File: src/rtl/nibble_packer13.sv
// nibble_packer13: collects N slot words of W bits into one packed word.
// Slot k of the packed word occupies out_data[W*k +: W]. Once all N slots
// are written the word is held until the consumer takes it; flush discards
// the current word in either state.
module nibble_packer13 #(
    parameter int N = 13,
    parameter int W = 4
) (
    input  logic             clk,
    input  logic             rst,
    input  logic             in_valid,
    output logic             in_ready,
    input  logic [W-1:0]     in_data,
    input  logic             flush,
    output logic             out_valid,
    input  logic             out_ready,
    output logic [N*W-1:0]   out_data,
    output logic [3:0]       fill_count
);

    localparam int CW = 4;
    localparam logic [CW-1:0] COUNT_LAST = CW'(N - 1);
    localparam logic [CW-1:0] COUNT_MAX  = CW'(N);

    typedef enum logic [0:0] {
        S_FILL = 1'b0,
        S_FULL = 1'b1
    } state_t;

    state_t           state_q,      state_d;
    logic [CW-1:0]    fill_count_q, fill_count_d;
    logic [N*W-1:0]   data_q,       data_d;

    // State, slot counter and packed word registers with synchronous reset.
    always_ff @(posedge clk) begin
        if (rst) begin
            state_q      <= S_FILL;
            fill_count_q <= {CW{1'b0}};
            data_q       <= {(N*W){1'b0}};
        end else begin
            state_q      <= state_d;
            fill_count_q <= fill_count_d;
            data_q       <= data_d;
        end
    end

    // Next-state logic: flush first, then acceptance in FILL or handoff in FULL.
    always_comb begin
        state_d      = state_q;
        fill_count_d = fill_count_q;
        data_d       = data_q;
        if (flush) begin
            state_d      = S_FILL;
            fill_count_d = {CW{1'b0}};
            data_d       = {(N*W){1'b0}};
        end else begin
            case (state_q)
                S_FILL: begin
                    // The count guard keeps fill_count from ever passing N.
                    if (in_valid && (fill_count_q < COUNT_MAX)) begin
                        for (int k = 0; k < N; k++) begin
                            if (fill_count_q == CW'(k)) begin
                                data_d[k*W +: W] = in_data;
                            end else begin
                                data_d[k*W +: W] = data_q[k*W +: W];
                            end
                        end
                        fill_count_d = fill_count_q + 4'd1;
                        if (fill_count_q == COUNT_LAST) begin
                            state_d = S_FULL;
                        end else begin
                            state_d = S_FILL;
                        end
                    end else begin
                        state_d      = S_FILL;
                        fill_count_d = fill_count_q;
                    end
                end
                S_FULL: begin
                    // Input is ignored here; the producer holds until in_ready.
                    if (out_ready) begin
                        state_d      = S_FILL;
                        fill_count_d = {CW{1'b0}};
                        data_d       = {(N*W){1'b0}};
                    end else begin
                        state_d      = S_FULL;
                        fill_count_d = fill_count_q;
                        data_d       = data_q;
                    end
                end
                default: begin
                    state_d      = S_FILL;
                    fill_count_d = {CW{1'b0}};
                    data_d       = {(N*W){1'b0}};
                end
            endcase
        end
    end

    // Handshake outputs decode the state register only, so no input reaches them.
    assign in_ready   = (state_q == S_FILL);
    assign out_valid  = (state_q == S_FULL);
    assign out_data   = data_q;
    assign fill_count = fill_count_q;

endmodule

File: config.mk
export PLATFORM = sky130hd
export DESIGN_NAME = nibble_packer13
export DESIGN_NICKNAME = d
export VERILOG_FILES = /design/src/rtl/nibble_packer13.sv
export SDC_FILE = /design/constraint.sdc
export NUM_CORES = 1
export LEC_CHECK = 0
export ABC_AREA = 1
export CAP_MARGIN = 5
export CORE_AREA = 10 10 83 85
export DETAILED_ROUTE_END_ITERATION = 10
export DIE_AREA = 0 0 93 95
export PLACE_DENSITY = 0.95
export SLEW_MARGIN = 20
export SYNTH_ARGS = -nofsm -noshare
export SYNTH_HDL_FRONTEND = slang
export SYNTH_SLANG_ARGS = --single-unit
File: constraint.sdc
create_clock -name clk -period 3.1 [get_ports clk]
set_input_delay 0.62 -clock clk [delete_from_list [all_inputs] [get_ports clk]]
set_output_delay 0.62 -clock clk [all_outputs]
set_load 0.02 [all_outputs]
# After elaboration in Yosys (flattened, before gate mapping)
# Cells that the tools add are included.
[word_totals] inputBits=9 out_inout_bits=58 wordCells=85 ff_bits=57
[classes] n_lt_le_gt_ge=1 n_mux=23 n_reduce_logical=17 eq_ne=27 n_addsub=1 bitwise=1
[op_table] cell="$mux 52" n=2
[op_table] cell="$pmux 52 s2" n=1
[op_table] cell="$mux 4" n=15
[op_table] cell="$reduce_and 3->1" n=13
[op_table] cell="$ne 2x1->1 const B" n=14
[op_table] cell="$eq 4x4->1 const B" n=5
[op_table] cell="$eq 4x3->1 const B" n=4
[op_table] cell="$eq 4x2->1 const B" n=2
[op_table] cell="$pmux 4 s2" n=1
[op_table] cell="$add 4x1->4 const B" n=1
[op_table] cell="$eq 4x1->1 const B" n=1
[op_table] cell="$logic_not 4->1" n=1
[op_table] cell="$lt 4x4->1 const B" n=1
[op_table] cell="$mux 1" n=3
[op_table] cell="$ne 2x2->1 const B" n=1
[op_table] cell="$pmux 1 s2" n=1
[op_table] cell="$reduce_and 2->1" n=1
[op_table] cell="$reduce_or 2->1" n=1
[op_table] cell="$logic_and 1x1->1" n=1
[op_table] cell="$not 1->1" n=1

# Depth between registers and ports, before layout
[logic_depth] depth_word=4 depth_mapped=10 mapped_depth_nobuf=9

# Worst setup path after synthesis
# Ideal clock, no wire load.
[synth_timing] path_type="register -> register" startpoint="reg fill_count_q[0], in the netlist fill_count[0]" endpoint="reg data_q[18], in the netlist out_data[18]" arrival_ps=1586 path_slack_ps=1399 path_stages_with_launch=10 n_path_buf=1 period_less_slack_ps=1701 cell_sequence="dfxtp_1 > inv_1 > ha_1 > inv_1 > nand3_1 > nand2_1 > nand2_2 > buf_2 > a21oi_1 > nor2_1"
[synth_between] elab_chain_len=4 word_cells_on_any_way=6 cone_classes="1 x order compare; 3 x eq/ne; 2 x reduce/logical"
[synth_lines] item="from (decl)" line_no="31" source="logic [CW-1:0] fill_count_q, fill_count_d;"
[synth_lines] item="from (signal assigned)" line_no="38" source="fill_count_q <= {CW{1'b0}};"
[synth_lines] item="from (signal assigned)" line_no="42" source="fill_count_q <= fill_count_d;"
[synth_lines] item="$lt 4x4->1" line_no="60" source="if (in_valid && (fill_count_q < COUNT_MAX)) begin"
[synth_lines] item="$logic_and 1x1->1" line_no="60"
[synth_lines] item="$ne 2x1->1 (no line)"
[synth_lines] item="$reduce_and 3->1 (no line) (*)"
[synth_lines] item="to (signal assigned)" line_no="39" source="data_q <= {(N*W){1'b0}};"
[synth_lines] item="to (signal assigned)" line_no="43" source="data_q <= data_d;"
[synth_lines] item="to (decl)" line_no="32" source="logic [N*W-1:0] data_q, data_d;"
# Every way passes the cells marked *; elsewhere a longest branch is shown, timed or not.
# A chain may end at the register's enable or synchronous reset.

# Final worst setup path
[layout_timing] startpoint="reg state_q, in the netlist out_valid" endpoint="out in_ready"
[layout_between] elab_chain_len=1
[layout_lines] item="from (decl)" line_no="30" source="state_t state_q, state_d;"
[layout_lines] item="from (signal assigned)" line_no="41" source="state_q <= state_d;"
[layout_lines] item="$not 1->1"
[layout_lines] item="to (decl)" line_no="12" source="output logic in_ready,"
# Every way passes these cells.

==> results.txt <==
* Via density per instance: 5.20
* RSZ-0062 raised after global routing: no
* Inserted Clock Buffers: 9
* Final GP Congestion: 0.850
- Average footprint of a synthesized cell: 7.26 um^2
- In this run the number of H-tree levels came out at 3.
* Arrival @ worst endpoint: 1.80 ns
* Iteration-0 DRC count of the detailed router: 317
- Terminating pin of the worst hold path: out_data[18]$_SDFFE_PP0P_
- Initial standard-cell utilization of the core: 51.1%
- Type of element launching the critical path: flip-flop
- Measured against its own limit, the worst slew margin works out to 67.4%.
- Number of buffers inserted by port buffering: 66
- Die extent in y: 95 um
- Setup violations remaining at the end of the flow were counted as 0.
* Data required time of the worst path: 2.48 ns
- After clock tree synthesis, the clock-pin slew on the worst setup and hold paths is 0.06 ns.
* Hold crit path type: reg -> reg
* Total I/O pin count: 67
* Unique cell type count in the Yosys netlist: 21
* Total congestion overflow: 0
- Maximum net fanout on the critical path: 25
- Portion of the clock cycle consumed by the worst path in the final layout: 78.2%
- For this block, the routed nets add up to 7310 um of wire.
- The endpoint identified for the worst register-to-register timing path is out_data[19]$_SDFFE_PP0P_.
- Net count after synthesis: 389
- CTS tree: done
- Number of cells upsized or downsized after cts: 0
* Final Critical Period: 2.42 ns
* Width of the chip: 93 um
- Final hold violation count: 0
- Synthesis inferred 57 register bits.
- Cell count of the worst reg-to-reg path: 9
* Fraction of layout instances using a drive strength above 1: 10.3%
- Relative to the synthesized area, the layout overhead comes to 31.6%.
- Of all cell types, the one taking the most synthesized area is sky130_fd_sc_hd__dfxtp_1.
* Max-Cap Viols: 0
- Post-CTS timing repair inserted 0 buffers for setup.
* Total standard cell area after synthesis: 0.00273 mm^2
- Hold_buf cts: 0
* Worst Hold Path Cells: 2
* Capturing element type of the critical path: output port
- Maximum clock rate: 412 MHz
- Via count: 2648
- The number of antenna violations at the first check in global routing was 0.
* Clock latency on the worst-skew pair: 0.34 ns
- Peak ir drop on the vdd network: 262 uV
- The first global-routing pass estimated 12100 um of wire.
- Once detailed placement completed, the half-perimeter wirelength came to 5000 um.
- For flop-to-flop paths, the worst setup slack is 0.92 ns.
- Transition time of the tightest slew-check pin: 0.489 ns
- Final net count: 445
- Root buffer cell: sky130_fd_sc_hd__clkbuf_8
* Source of the worst register-to-register timing path: fill_count[0]$_SDFFE_PP0P_
- Placement row count: 27
- Clock sinks: 57
* Top post-synthesis cells by area: sky130_fd_sc_hd__dfxtp_1, sky130_fd_sc_hd__nand3_1, sky130_fd_sc_hd__nor2_1
- Startpoint of the worst hold path: out_data[18]$_SDFFE_PP0P_
- Number of detailed-route iterations in the first pass: 5
* Worst setup path class: reg -> out
- For this run, design rule violations remaining after detail routing come to 0.
- In this run the static leakage power is 1.26 nW.
- After detailed routing, the average wire length per cell comes to 14.4 um.
- All-Layer GR Usage: 16.8%
- The layout has 466 filler cells.
- In this run the power density over the cells is 456 mW/mm^2.
- Summed over its instances, the top area cell type makes up 41.8% of the synthesized netlist area.
- Cell area after layout: 0.00359 mm^2
* Result of the run: finished clean
- The count of nets left with antenna violations once routing finished came out at 0.
* Core Region: 0.00534 mm^2
- Across the routed clock network, the largest skew measured is 0.00681 ns.
- Max clock buf depth: 2
- Total placed instance area: 0.00337 mm^2
- Die area: 0.00884 mm^2
* Post-Syn Instances: 376
- Diode count: 0
- Largest net degree at the start of global routing: 67
- After routing, the total negative slack on setup checks comes to 0 ns.
- Portion of the post-synthesis area used by sequential elements: 41.8%
- Warning count from the yosys run: 0
- The number of global-route vias before repair came to 2588.
- Slew Viols, Final: 0
==> report_power, final <==
| group | internal [mW] | switching [mW] | leakage, nW |
|---|---|---|---|
| combinational | 0.0392 | 0.0759 | 0.688 |
| clock | 0.473 | 0.309 | 0.113 |
| sequential | 0.736 | 0.00333 | 0.460 |
==> sequential cells by signal (all words and copies together) (netlist names) <==
name        count
fill_count      4
out_data       52
out_valid       1
==> synthesized netlist by cell type <==
library cell                n
sky130_fd_sc_hd__nor2_1    74
sky130_fd_sc_hd__nor2_4     1
sky130_fd_sc_hd__nor2_2     3
sky130_fd_sc_hd__buf_4      4
sky130_fd_sc_hd__nand2_4    1
sky130_fd_sc_hd__a21oi_4    6
sky130_fd_sc_hd__inv_1      9
sky130_fd_sc_hd__ha_1       4
sky130_fd_sc_hd__o21ai_0    1
sky130_fd_sc_hd__nand3_1   68
sky130_fd_sc_hd__a21oi_2    8
sky130_fd_sc_hd__buf_2     10
sky130_fd_sc_hd__nand4_1    1
sky130_fd_sc_hd__clkbuf_1   5
sky130_fd_sc_hd__nor3_1     1
sky130_fd_sc_hd__inv_4      2
sky130_fd_sc_hd__dfxtp_1   57
sky130_fd_sc_hd__nand2_1   71
sky130_fd_sc_hd__buf_6      4
sky130_fd_sc_hd__a21oi_1   40
sky130_fd_sc_hd__nand2_2    6
==> per-stage QoR <==
stage	hold WS [ns]	util [%]	worst slack, ns	instances	power [mW]
2_1_floorplan	0.558	-	1.40	376	0.837
3_3_place_gp	0.462	63.2	0.880	493	0.867
3_5_place_dp	0.469	63.2	0.811	493	0.870
4_1_cts	0.485	67.3	0.652	509	1.64
5_1_grt	0.511	67.3	0.594	509	1.69
6_report	0.483	67.3	0.675	509	1.64
==> cells by family after synthesis <==
kind of cell	after synthesis	synth area share [%]
compound gates	55	13.7
fa+ha+maj	4	1.83
buf+inv	34	6.97
flops	57	41.8
simple gates	226	35.7
==> metal layers <==
layer	part of all wire, %	track usage (%)
met5	0	0
met4	2.4	9.25
met3	7.8	5.79
met2	49	27.6
met1	41	18.8
==> layout by cell type, fill, tap and decap left out, types with 8 or more instances in the layout <==
cell                              netlist  final
sky130_fd_sc_hd__dfxtp_1               57     57
sky130_fd_sc_hd__nand2_1               71     71
sky130_fd_sc_hd__clkbuf_8               0     10
sky130_fd_sc_hd__inv_1                  9      9
sky130_fd_sc_hd__clkdlybuf4s50_1        0     66
sky130_fd_sc_hd__nor2_1                74     73
sky130_fd_sc_hd__nand3_1               68     68
sky130_fd_sc_hd__a21oi_1               40     40
sky130_fd_sc_hd__a21oi_2                8      8
==> worst max-delay path, cell delays in order, from the launching register on <==
cell,delay [ns]
sky130_fd_sc_hd__dfxtp_1,0.40
sky130_fd_sc_hd__inv_4,0.37
sky130_fd_sc_hd__clkdlybuf4s50_1,0.69
==> how the worst max path moves through the flow <==
stage / start / to / slack (ns)
final: out_valid$_SDFF_PP0_ / in_ready / 0.68
after global routing: out_valid$_SDFF_PP0_ / in_ready / 0.59
after detailed placement: in_valid / out_data[24]$_SDFFE_PP0P_ / 0.81
after global placement: in_valid / out_data[25]$_SDFFE_PP0P_ / 0.88
after CTS: out_valid$_SDFF_PP0_ / in_ready / 0.65
after floorplan: fill_count[0]$_SDFFE_PP0P_ / out_data[18]$_SDFFE_PP0P_ / 1.40
==> layout make-up <==
cell class / count / area, um^2 / area share [%]
Clock buffer: 11 / 141 / 3.94
Clock inverter: 5 / 78.8 / 2.20
Inverter: 11 / 46.3 / 1.29
Multi-Input combinational cell: 285 / 1410 / 39.1
Sequential cell: 57 / 1140 / 31.8
Tap cell: 72 / 90.1 / 2.51
Timing Repair Buffer: 68 / 688 / 19.2
Note: power is estimated with default switching activity, not from simulation.
